`src/rtl/spi_pkg.sv`:
```
// rtl/spi_pkg.sv - shared FSM state type and idle-word default for the SPI TX feeder
package spi_pkg;

    // Transfer sequencer: wait for busy to rise, load one word, wait for busy to fall
    typedef enum logic [1:0] {
        WAIT_RISE = 2'd0,
        LOAD      = 2'd1,
        WAIT_FALL = 2'd2
    } spi_state_e;

    // Word presented to the SPI slave when the FIFO has nothing to send
    localparam logic [7:0] SPI_IDLE_WORD = 8'hFF;

endpackage

```
`src/rtl/spi_tx_feeder_if.sv`:
```
// rtl/spi_tx_feeder_if.sv - host write port and SPI slave load port of the TX feeder
interface spi_tx_feeder_if #(
    parameter int WIDTH = 8,
    parameter int DEPTH = 16
);
    localparam int LW = $clog2(DEPTH) + 1;

    logic [WIDTH-1:0] wr_data;
    logic             wr_en;
    logic             full;
    logic [LW-1:0]    level;
    logic             spi_busy;
    logic [WIDTH-1:0] spi_data_in;
    logic             spi_data_in_valid;
    logic             intr;
    logic             underflow;
    logic             overflow;
    logic             clr_err;

    // Host / SPI-slave side that drives the feeder
    modport master (
        output wr_data, wr_en, spi_busy, clr_err,
        input  full, level, spi_data_in, spi_data_in_valid, intr, underflow, overflow
    );

    // The feeder itself
    modport slave (
        input  wr_data, wr_en, spi_busy, clr_err,
        output full, level, spi_data_in, spi_data_in_valid, intr, underflow, overflow
    );
endinterface

```
`src/rtl/sync_fifo.sv`:
```
// rtl/sync_fifo.sv - single-clock registered FIFO, head word visible without read-through
module sync_fifo #(
    parameter int WIDTH = 8,
    parameter int DEPTH = 16
) (
    input  logic                       i_clk,
    input  logic                       i_rst,
    input  logic                       i_wr_en,
    input  logic [WIDTH-1:0]           i_wr_data,
    input  logic                       i_rd_en,
    output logic [WIDTH-1:0]           o_rd_data,
    output logic                       o_full,
    output logic                       o_empty,
    output logic [$clog2(DEPTH):0]     o_level,
    output logic [$clog2(DEPTH):0]     o_level_next
);
    localparam int AW = $clog2(DEPTH);
    localparam int LW = AW + 1;

    logic [WIDTH-1:0] r_mem [DEPTH];
    logic [AW:0]      r_wr_ptr;
    logic [AW:0]      r_rd_ptr;
    logic [LW-1:0]    r_level;
    logic             w_wr_acc;
    logic             w_rd_acc;
    logic [LW-1:0]    w_level_next;

    // Pointers carry one extra wrap bit so full and empty differ only in that MSB
    assign o_full   = (r_wr_ptr[AW] != r_rd_ptr[AW]) && (r_wr_ptr[AW-1:0] == r_rd_ptr[AW-1:0]);
    assign o_empty  = (r_wr_ptr == r_rd_ptr);
    assign w_wr_acc = i_wr_en && !o_full;
    assign w_rd_acc = i_rd_en && !o_empty;

    // Head word comes straight from storage, so a same-cycle write never appears here
    assign o_rd_data    = r_mem[r_rd_ptr[AW-1:0]];
    assign o_level      = r_level;
    assign o_level_next = w_level_next;

    // Occupancy after this cycle's accepted write and read
    always_comb begin
        w_level_next = r_level;
        case ({w_wr_acc, w_rd_acc})
            2'b10:   w_level_next = r_level + LW'(1);
            2'b01:   w_level_next = r_level - LW'(1);
            default: w_level_next = r_level;
        endcase
    end

    // Storage array write; contents need no reset
    always_ff @(posedge i_clk) begin
        if (w_wr_acc) begin
            r_mem[r_wr_ptr[AW-1:0]] <= i_wr_data;
        end
    end

    // Pointer and occupancy registers
    always_ff @(posedge i_clk) begin
        if (i_rst) begin
            r_wr_ptr <= '0;
            r_rd_ptr <= '0;
            r_level  <= '0;
        end else begin
            if (w_wr_acc) begin
                r_wr_ptr <= r_wr_ptr + (AW+1)'(1);
            end
            if (w_rd_acc) begin
                r_rd_ptr <= r_rd_ptr + (AW+1)'(1);
            end
            r_level <= w_level_next;
        end
    end
endmodule

```
`src/rtl/spi_tx_feeder.sv`:
```
// rtl/spi_tx_feeder.sv - FIFO-backed word feeder that loads one word per SPI busy cycle
module spi_tx_feeder
    import spi_pkg::*;
#(
    parameter int               WIDTH     = 8,
    parameter int               DEPTH     = 16,
    parameter logic [WIDTH-1:0] IDLE_WORD = WIDTH'(SPI_IDLE_WORD),
    parameter int               LOW_MARK  = 4
) (
    input  logic           clk,
    input  logic           rst,
    spi_tx_feeder_if.slave bus
);
    localparam int            LW         = $clog2(DEPTH) + 1;
    localparam logic [LW-1:0] LOW_MARK_L = LW'(LOW_MARK);

    logic [2:0]       r_bsync;
    spi_state_e       r_state;
    spi_state_e       w_state_next;
    logic [WIDTH-1:0] r_data;
    logic             r_intr;
    logic             r_underflow;
    logic             r_overflow;

    logic             w_rise;
    logic             w_fall;
    logic             w_start;
    logic             w_pop;
    logic             w_valid;
    logic             w_uflow_set;
    logic             w_oflow_set;
    logic [WIDTH-1:0] w_head;
    logic             w_full;
    logic             w_empty;
    logic [LW-1:0]    w_level;
    logic [LW-1:0]    w_level_next;

    sync_fifo #(
        .WIDTH (WIDTH),
        .DEPTH (DEPTH)
    ) u_fifo (
        .i_clk        (clk),
        .i_rst        (rst),
        .i_wr_en      (bus.wr_en),
        .i_wr_data    (bus.wr_data),
        .i_rd_en      (w_pop),
        .o_rd_data    (w_head),
        .o_full       (w_full),
        .o_empty      (w_empty),
        .o_level      (w_level),
        .o_level_next (w_level_next)
    );

    // Edges are taken from the two oldest synchronizer stages, away from metastability
    assign w_rise = (r_bsync[2:1] == 2'b01);
    assign w_fall = (r_bsync[2:1] == 2'b10);

    // Only a rise seen while idle starts a transfer, so a rise during LOAD/WAIT_FALL never pops
    assign w_start     = (r_state == WAIT_RISE) && w_rise;
    assign w_pop       = w_start && !w_empty;
    assign w_uflow_set = w_start && w_empty;
    // A write while full is dropped even if a pop frees a slot in the same cycle
    assign w_oflow_set = bus.wr_en && w_full;

    // Bring the asynchronous busy line into the clk domain
    always_ff @(posedge clk) begin
        if (rst) begin
            r_bsync <= '0;
        end else begin
            r_bsync <= {r_bsync[1:0], bus.spi_busy};
        end
    end

    // Transfer sequencer state register
    always_ff @(posedge clk) begin
        if (rst) begin
            r_state <= WAIT_RISE;
        end else begin
            r_state <= w_state_next;
        end
    end

    // Transfer sequencer next state and load strobe
    always_comb begin
        w_state_next = r_state;
        w_valid      = 1'b0;
        case (r_state)
            WAIT_RISE: begin
                if (w_rise) begin
                    w_state_next = LOAD;
                end
            end
            LOAD: begin
                w_valid      = 1'b1;
                w_state_next = WAIT_FALL;
            end
            WAIT_FALL: begin
                if (w_fall) begin
                    w_state_next = WAIT_RISE;
                end
            end
            default: begin
                w_state_next = WAIT_RISE;
            end
        endcase
    end

    // Output word register, changes only when a transfer starts
    always_ff @(posedge clk) begin
        if (rst) begin
            r_data <= IDLE_WORD;
        end else if (w_start) begin
            r_data <= w_pop ? w_head : IDLE_WORD;
        end
    end

    // Low-level interrupt follows the occupancy this cycle leaves behind
    always_ff @(posedge clk) begin
        if (rst) begin
            r_intr <= 1'b1;
        end else begin
            r_intr <= (w_level_next <= LOW_MARK_L);
        end
    end

    // Sticky error flags; a new error in the clearing cycle keeps the flag set
    always_ff @(posedge clk) begin
        if (rst) begin
            r_underflow <= 1'b0;
            r_overflow  <= 1'b0;
        end else begin
            if (w_uflow_set) begin
                r_underflow <= 1'b1;
            end else if (bus.clr_err) begin
                r_underflow <= 1'b0;
            end
            if (w_oflow_set) begin
                r_overflow <= 1'b1;
            end else if (bus.clr_err) begin
                r_overflow <= 1'b0;
            end
        end
    end

    assign bus.full              = w_full;
    assign bus.level             = w_level;
    assign bus.spi_data_in       = r_data;
    assign bus.spi_data_in_valid = w_valid;
    assign bus.intr              = r_intr;
    assign bus.underflow         = r_underflow;
    assign bus.overflow          = r_overflow;
endmodule

```
`src/flat_wrapper.sv`:
```
// flat-port wrapper written by rule: the top's interface ports become plain ports
module spi_tx_feeder_flat import spi_pkg::*;
#(
    parameter int               WIDTH     = 8,
    parameter int               DEPTH     = 16,
    parameter logic [WIDTH-1:0] IDLE_WORD = WIDTH'(SPI_IDLE_WORD),
    parameter int               LOW_MARK  = 4
)
  (clk, rst, bus_wr_data, bus_wr_en, bus_spi_busy, bus_clr_err, bus_full, bus_level, bus_spi_data_in, bus_spi_data_in_valid, bus_intr, bus_underflow, bus_overflow);
  spi_tx_feeder_if #(.WIDTH(WIDTH), .DEPTH(DEPTH)) bus_i ();
  input  logic clk;
  input  logic rst;
  input wire logic [$bits(bus_i.wr_data)-1:0] bus_wr_data;
  input wire logic [$bits(bus_i.wr_en)-1:0] bus_wr_en;
  input wire logic [$bits(bus_i.spi_busy)-1:0] bus_spi_busy;
  input wire logic [$bits(bus_i.clr_err)-1:0] bus_clr_err;
  output wire logic [$bits(bus_i.full)-1:0] bus_full;
  output wire logic [$bits(bus_i.level)-1:0] bus_level;
  output wire logic [$bits(bus_i.spi_data_in)-1:0] bus_spi_data_in;
  output wire logic [$bits(bus_i.spi_data_in_valid)-1:0] bus_spi_data_in_valid;
  output wire logic [$bits(bus_i.intr)-1:0] bus_intr;
  output wire logic [$bits(bus_i.underflow)-1:0] bus_underflow;
  output wire logic [$bits(bus_i.overflow)-1:0] bus_overflow;
  assign bus_i.wr_data = bus_wr_data;
  assign bus_i.wr_en = bus_wr_en;
  assign bus_i.spi_busy = bus_spi_busy;
  assign bus_i.clr_err = bus_clr_err;
  assign bus_full = bus_i.full;
  assign bus_level = bus_i.level;
  assign bus_spi_data_in = bus_i.spi_data_in;
  assign bus_spi_data_in_valid = bus_i.spi_data_in_valid;
  assign bus_intr = bus_i.intr;
  assign bus_underflow = bus_i.underflow;
  assign bus_overflow = bus_i.overflow;
  spi_tx_feeder #(.WIDTH(WIDTH), .DEPTH(DEPTH), .IDLE_WORD(IDLE_WORD), .LOW_MARK(LOW_MARK)) u_core (.clk(clk), .rst(rst), .bus(bus_i));
endmodule
```
`config.mk`:
```
export PLATFORM = sky130hd
export DESIGN_NAME = spi_tx_feeder_flat
export DESIGN_NICKNAME = d
export VERILOG_FILES = /design/src/rtl/spi_pkg.sv /design/src/rtl/spi_tx_feeder_if.sv /design/src/rtl/sync_fifo.sv /design/src/rtl/spi_tx_feeder.sv /design/src/flat_wrapper.sv
export SDC_FILE = /design/constraint.sdc
export NUM_CORES = 1
export LEC_CHECK = 0
export BUFFER_PORTS_ARGS = -buffer_cell sky130_fd_sc_hd__buf_2
export CAP_MARGIN = 10
export CORE_ASPECT_RATIO = 0.8
export CORE_MARGIN = 4
export CORE_UTILIZATION = 44
export CTS_BUF_LIST = sky130_fd_sc_hd__clkbuf_8
export DETAILED_ROUTE_END_ITERATION = 7
export GPL_ROUTABILITY_DRIVEN = 0
export PLACE_DENSITY = 0.72
export SLEW_MARGIN = 20
export SYNTH_ARGS = -nofsm -noshare
export SYNTH_HDL_FRONTEND = slang
export SYNTH_HIERARCHICAL = 1
export SYNTH_SLANG_ARGS = --single-unit
```
`constraint.sdc`:
```
create_clock -name clk -period 3.1 [get_ports clk]
set_input_delay 0.155 -clock clk [delete_from_list [all_inputs] [get_ports clk]]
set_output_delay 0.155 -clock clk [all_outputs]
set_load 0.02 [all_outputs]
```
# == Word-level counts from Yosys, hierarchy flattened ==
# Memories as Yosys holds them, arrays and structs flattened. A register that Yosys moved wholly into a read port is not among the register bits.
# Index checks and enable logic that the tools add are counted.
# word_totals
regBits,31
latch_bits,0
ram_bits,128
mem_bits_ro,0
inputBits,13
out_inout_bits,18
wordCells,52
mem_count,1
# op_classes
addsub,4
n_mul,0
div,0
order_cmp,1
eq_ne,11
n_shift,0
n_mux,13
bitwise,0
reduce_logical,13
# memory_table
memory,depth,width,rd,rd_ports_with_merged_regs,write_ports,line,source
u_core.u_fifo.r_mem,16,8,1,1,1,sync_fifo.sv:20,logic [WIDTH-1:0] r_mem [DEPTH];
# ops
operator,count
5-bit by 1-bit adder with 5-bit output (second input constant),3
5-bit one-hot mux with 2 select lines,1
4-bit 2-to-1 mux,2
8-bit 2-to-1 mux,1
1-bit logical AND,7
2-bit by 1-bit == test with 1-bit output (second input constant),3
2-bit == test (second input constant),3
1-bit 2-to-1 mux,6
2-bit one-hot mux with 3 select lines,1
5-bit == test,1
5-bit by 3-bit <= comparator with 1-bit output (second input constant),1
5-bit by 1-bit subtractor with 5-bit output (second input constant),1
4-bit == test,1
2-bit 2-to-1 mux,2
2-bit by 1-bit != test with 1-bit output (second input constant),2
2-bit nonzero test,2
1-bit zero test,2
2-bit zero test,1
2-bit AND reduction,1
1-bit != test,1

# == Logic depth before layout (Yosys ltp) ==
# logic_depth
ltp_word,7
ltp_mapped,16
depth_no_buf,14

# == By module ==
# The synthesis kept the hierarchy.
# modules_own_cells
module,n_inst,cells_per_inst,area_each_um2,seq_area_each_um2
sync_fifo,1,322,6165.9,4224.1
spi_tx_feeder,1,63,591.8,320.3

# == Worst setup path before layout ==
# Ideal clock, no wire load.
# synth_path
kind,reg-to-reg
start,reg u_core.u_fifo.r_wr_ptr[4]
end,reg u_core.r_intr (netlist: u_core/bus.intr)
setup_time_ps,114
arrival_ps,3167
required_ps,2986
path_slack_ps,-181
path_stages_with_launch,16
n_path_buf,2
synth_period_minus_slack_ps,3281
path_cell_list,dfxtp_1 -> xor2_1 -> nor2_1 -> clkbuf_1 -> and2b_1 -> a21boi_2 -> ha_1 -> clkbuf_1 -> xor2_1 -> ha_1 -> a21oi_1 -> xor2_1 -> or3_1 -> nand2_1 -> o21ai_0 -> a21o_1
# synth_between
elab_chain_cells,7
elab_cells_between_ends,12
cone_classes,order compare: 1; eq/ne: 4; mux: 1; reduce/logical: 6
# synth_lines
item,line,source
from (decl),sync_fifo.sv:21,logic [AW:0] r_wr_ptr;
from (signal assigned),sync_fifo.sv:64,r_wr_ptr <= r_wr_ptr + (AW+1)'(1);
5-bit == test *,sync_fifo.sv:30,assign o_empty = (r_wr_ptr == r_rd_ptr);
named net u_core.w_empty,spi_tx_feeder.sv:34,logic w_empty;
1-bit zero test *,spi_tx_feeder.sv:60,assign w_pop = w_start && !w_empty;
1-bit logical AND *,spi_tx_feeder.sv:60,
named net u_core.w_pop,spi_tx_feeder.sv:28,logic w_pop;
1-bit logical AND *,sync_fifo.sv:32,assign w_rd_acc = i_rd_en && !o_empty;
2-bit by 1-bit == test with 1-bit output / 2-bit == test (equally long branches),sync_fifo.sv:42,"case ({w_wr_acc, w_rd_acc})"
5-bit one-hot mux with 2 select lines *,sync_fifo.sv:42,
named net u_core.w_level_next[2],spi_tx_feeder.sv:36,logic [LW-1:0] w_level_next;
5-bit by 3-bit <= comparator with 1-bit output *,spi_tx_feeder.sv:122,r_intr <= (w_level_next <= LOW_MARK_L);
to (signal assigned),spi_tx_feeder.sv:122,
to (decl),spi_tx_feeder.sv:21,logic r_intr;
# The timed path passes the listed nets; every way through them passes the cells marked *.
# A chain may end at the register's enable or synchronous reset.

# == Worst setup path in the final report ==
# layout_path
start,reg u_core.u_fifo.r_rd_ptr[2]
end,reg u_core.r_intr (netlist: u_core/bus.intr)
# layout_between
elab_chain_cells,7
elab_cells_between_ends,12
cone_classes,order compare: 1; eq/ne: 4; mux: 1; reduce/logical: 6
# layout_lines
item,line,source
from (decl),sync_fifo.sv:22,logic [AW:0] r_rd_ptr;
from (signal assigned),sync_fifo.sv:67,r_rd_ptr <= r_rd_ptr + (AW+1)'(1);
5-bit == test *,sync_fifo.sv:30,
named net u_core.w_empty,spi_tx_feeder.sv:34,
1-bit zero test *,spi_tx_feeder.sv:60,
1-bit logical AND *,spi_tx_feeder.sv:60,
named net u_core.w_pop,spi_tx_feeder.sv:28,
1-bit logical AND *,sync_fifo.sv:32,
2-bit by 1-bit == test with 1-bit output / 2-bit == test (equally long branches),sync_fifo.sv:42,
5-bit one-hot mux with 2 select lines *,sync_fifo.sv:42,
named net u_core.w_level_next[2],spi_tx_feeder.sv:36,
5-bit by 3-bit <= comparator with 1-bit output *,spi_tx_feeder.sv:122,
# Marked as above.

==> out/results.ini <==
[status]
run_status = finished, final reports clean

[die]
core_area_um2 = 15000
fp.dieArea_um2 = 17400
rows = 40
ios = 31
die_height_um = 119
initial_core_util_pct = 45.0
die-width_um = 147

[timing]
hold_slack_ns = 0.0220
finalWorstPathRequiredPeriod_ns = 3.00
worst_slack_ns = 0.104
slew_headroom_pct = 54.6
fmaxAchievable_ghz = 0.334
timing.final.crit_share_pct = 96.7
final_max_slew_viol_count = 0
finalHoldViolations = 0
setup_violations = 0
worst_clock_skew_ns = 0.0159
worst_pin_slew_ns = 0.681

[logic_synthesis]
synthDominantAreaCellType = edfxtp_1
post-synth-top-area-fraction_pct = 56.9
proportion_of_synthesized_chip_area_in_sequential_cells_pct = 67.2
synth.net_count = 406
synth_warnings = 6
synthesis.area_um2 = 6760
postSynthRegisterBits = 163
synth.top_cells.by_area = edfxtp_1, dfxtp_1, mux4_1, mux4_2, and3_1
synth_cells = 385
synth_cell_types = 46
synth.avg_cell_area_um2 = 17.6

[clock_network]
clkTransAtPathRegs_ns = 0.09
clock_tree.buffer_depth = 2
cts_root_buf = clkbuf_8
tritoncts_clock_tree = done
clock_sinks = 163
cts_made_buffers = 17
worst_skew_pair.late_latency_ns = 0.46
number_of_levels_the_h_tree_was_split_into = 4

[global_routing]
grtUsageTotal_pct = 15.8
grt_antenna_before_repair = 0
grt_pass1_vias = 3496
residual_overflow_from_global_routing = 0
grt_first_pass_wirelength_mm = 20.3
grt_start_max_net_pins = 45

[layout]
fillCellCount = 1232
nNetsFinal = 446
fin_util_pct = 50.1
final_cell_mix = edfxtp_1, buf_2, dfxtp_1, mux4_1
layout-area-overhead-vs-synth_pct = 11.3
post_route_cells_drive_above_1_share_pct = 23.7
number_of_antenna_diodes = 0
multi_input_comb_area_um2 = 2090
seqCellArea_um2 = 4560
final_common_cell = edfxtp_1

[hold_path]
min_path_cells = 4
worst_hold_path.endpoint = u_core/bus.overflow$_SDFFE_PP0P_
worstHoldPathType = in -> reg
holdCritStartpoint = bus_clr_err

[placed_design]
dp_worst_setup_slack_ns = 0.0908
hpwl_mm = 8.35
port_buffers = 30

[critical_path]
setup.worst_path.end_class = flop
kind_of_critical_path = reg -> reg
regToRegSetupSlack_ns = 0.10
rr_startpoint = u_core/u_fifo/r_rd_ptr[2]$_SDFFE_PP0N_
worstReg2RegEnd = u_core/bus.intr$_SDFF_PP1_
cp_data_arrival_time_ns = 3.36
worst_ep_required_time_ns = 3.46
worst-path-max-fanout = 5
crit_path_start_kind = flop
reg2regPathDepth = 14

[route]
detail_route.drc_violations = 0
drt-wirelength-per-cell_um = 21.3
route.final.wire_length_mm = 13.3
dr.pass1.iters = 4
vias = 3564
first_iter_violations = 343
ant_nets = 0
drt-vias-per-instance = 5.68

[power_and_ir_drop]
peak_supply_drop_uv = 260
static-leakage-power_nw = 2.57
power-per-cell-area_nw_per_um2 = 542

[flow_run]
maxcap_viol_count = 0

-- worst max path at each step --
stage | slack, ns | endpoint | start
floorplan | 0.01 | u_core/bus.intr$_SDFF_PP1_ | u_core/u_fifo/r_wr_ptr[2]$_SDFFE_PP0P_
global placement | 0.21 | u_core/bus.intr$_SDFF_PP1_ | u_core/u_fifo/r_wr_ptr[4]$_SDFFE_PP0P_
detailed placement | 0.09 | u_core/u_fifo/o_level[4]$_SDFF_PP0_ | u_core/u_fifo/r_wr_ptr[4]$_SDFFE_PP0P_
CTS | 0.05 | u_core/u_fifo/o_level[4]$_SDFF_PP0_ | u_core/u_fifo/r_wr_ptr[4]$_SDFFE_PP0P_
global route | -0.005 | u_core/bus.intr$_SDFF_PP1_ | u_core/u_fifo/r_rd_ptr[1]$_SDFFE_PP0N_
finish | 0.10 | u_core/bus.intr$_SDFF_PP1_ | u_core/u_fifo/r_rd_ptr[2]$_SDFFE_PP0N_
-- state kept, by name, summed over array words and instances, names as in the netlist, named ones only --
register                cells
u_core/r_bsync              3
u_core/r_state              2
u_core/bus.spi_data_in      8
u_core/u_fifo/o_level       5
u_core/u_fifo/r_wr_ptr      5
u_core/u_fifo/r_mem       128
u_core/bus.overflow         1
u_core/u_fifo/r_rd_ptr      5
u_core/bus.intr             1
u_core/bus.underflow        1
-- where the power goes --
part	internal, mW	switching, mW	total (mW)
Clock	0.705	0.750	1.46
Sequential	2.39	0.0204	2.41
Combinational	0.0820	0.135	0.217
Total	3.17	0.905	4.08
-- what timing repair did --
action                                  in CTS  in global routing
endpoints found under the setup margin       0                  2
gates resized for setup                      0                 11
hold buffers                                 1                  0
buffers inserted                             0                  0
hold endpoints to repair                     1                  0
-- metal layers --
metal  vias to the layer above  wire length (um)  GRT usage, %
met3                        18               855          4.64
met2                       112              6390          24.7
met5                         -                 0             0
met4                         0               281          6.11
met1                      1805              5820          21.1
li1                       1629                 -             -
-- critical path: stages, from the launching register on --
cell and delay [ns]:
dfxtp_2 0.36, xnor2_2 0.19, nand4_1 0.17, nor2_1 0.15, and2b_1 0.26, a21boi_4 0.18
ha_1 0.25, xor2_1 0.17, ha_1 0.23, a21oi_1 0.16, xor2_1 0.09, or3_1 0.33
nand2_1 0.08, o21ai_0 0.08, a21o_1 0.19
-- logic make-up (layout without fill, tap and decap cells) --
group,count (synthesis),count (layout),share of synthesized area [%]
flops,163,163,67.2
simple gates,88,88,7.42
mux,50,50,16.3
compound gates,38,38,3.74
buf+inv,27,80,2.37
xor+xnor,11,11,1.43
fa+ha+maj,8,8,1.48
-- synth_stat cells, drive strengths merged --
master and instances:
a211oi 3, mux2 9, a21o 2, buf 11
nand4 6, or3 1, nand3 2, a21boi 2
and2b 3, a211o 1, and2 3, clkbuf 8
o2111ai 1, and4 1, nor4b 1, nand2b 2
nor2 18, nor2b 11, inv 8, a311o 3
dfxtp 35, edfxtp 128, nor3 17, o21ai 4
a21oi 19, nor3b 1, nand2 4, nand4b 1
and3b 1, and3 16, mux2i 1, xor2 5
o31ai 1, xnor2 6, a22oi 2, ha 8
mux4 40
-- stage by stage --
stage	cell area (um2)	instances	TNS [ns]	power, mW
finish	7520	627	0	4.08
global route	7520	627	-0.00467	4.24
CTS	7490	627	0	4.11
detailed placement	7110	594	0	2.67
global placement	7110	594	0	2.66
floorplan	6780	385	0	2.59
-- layout make-up --
type | instances | share of cell area [%]
repair buffers | 40 | 3.19
clock buffers | 17 | 3.11
multi-input cells | 195 | 27.8
inverters | 8 | 0.399
well taps | 189 | 3.14
clock inverters | 15 | 1.83
flip-flops and latches | 163 | 60.5
Note: power is estimated with default switching activity, not from simulation.
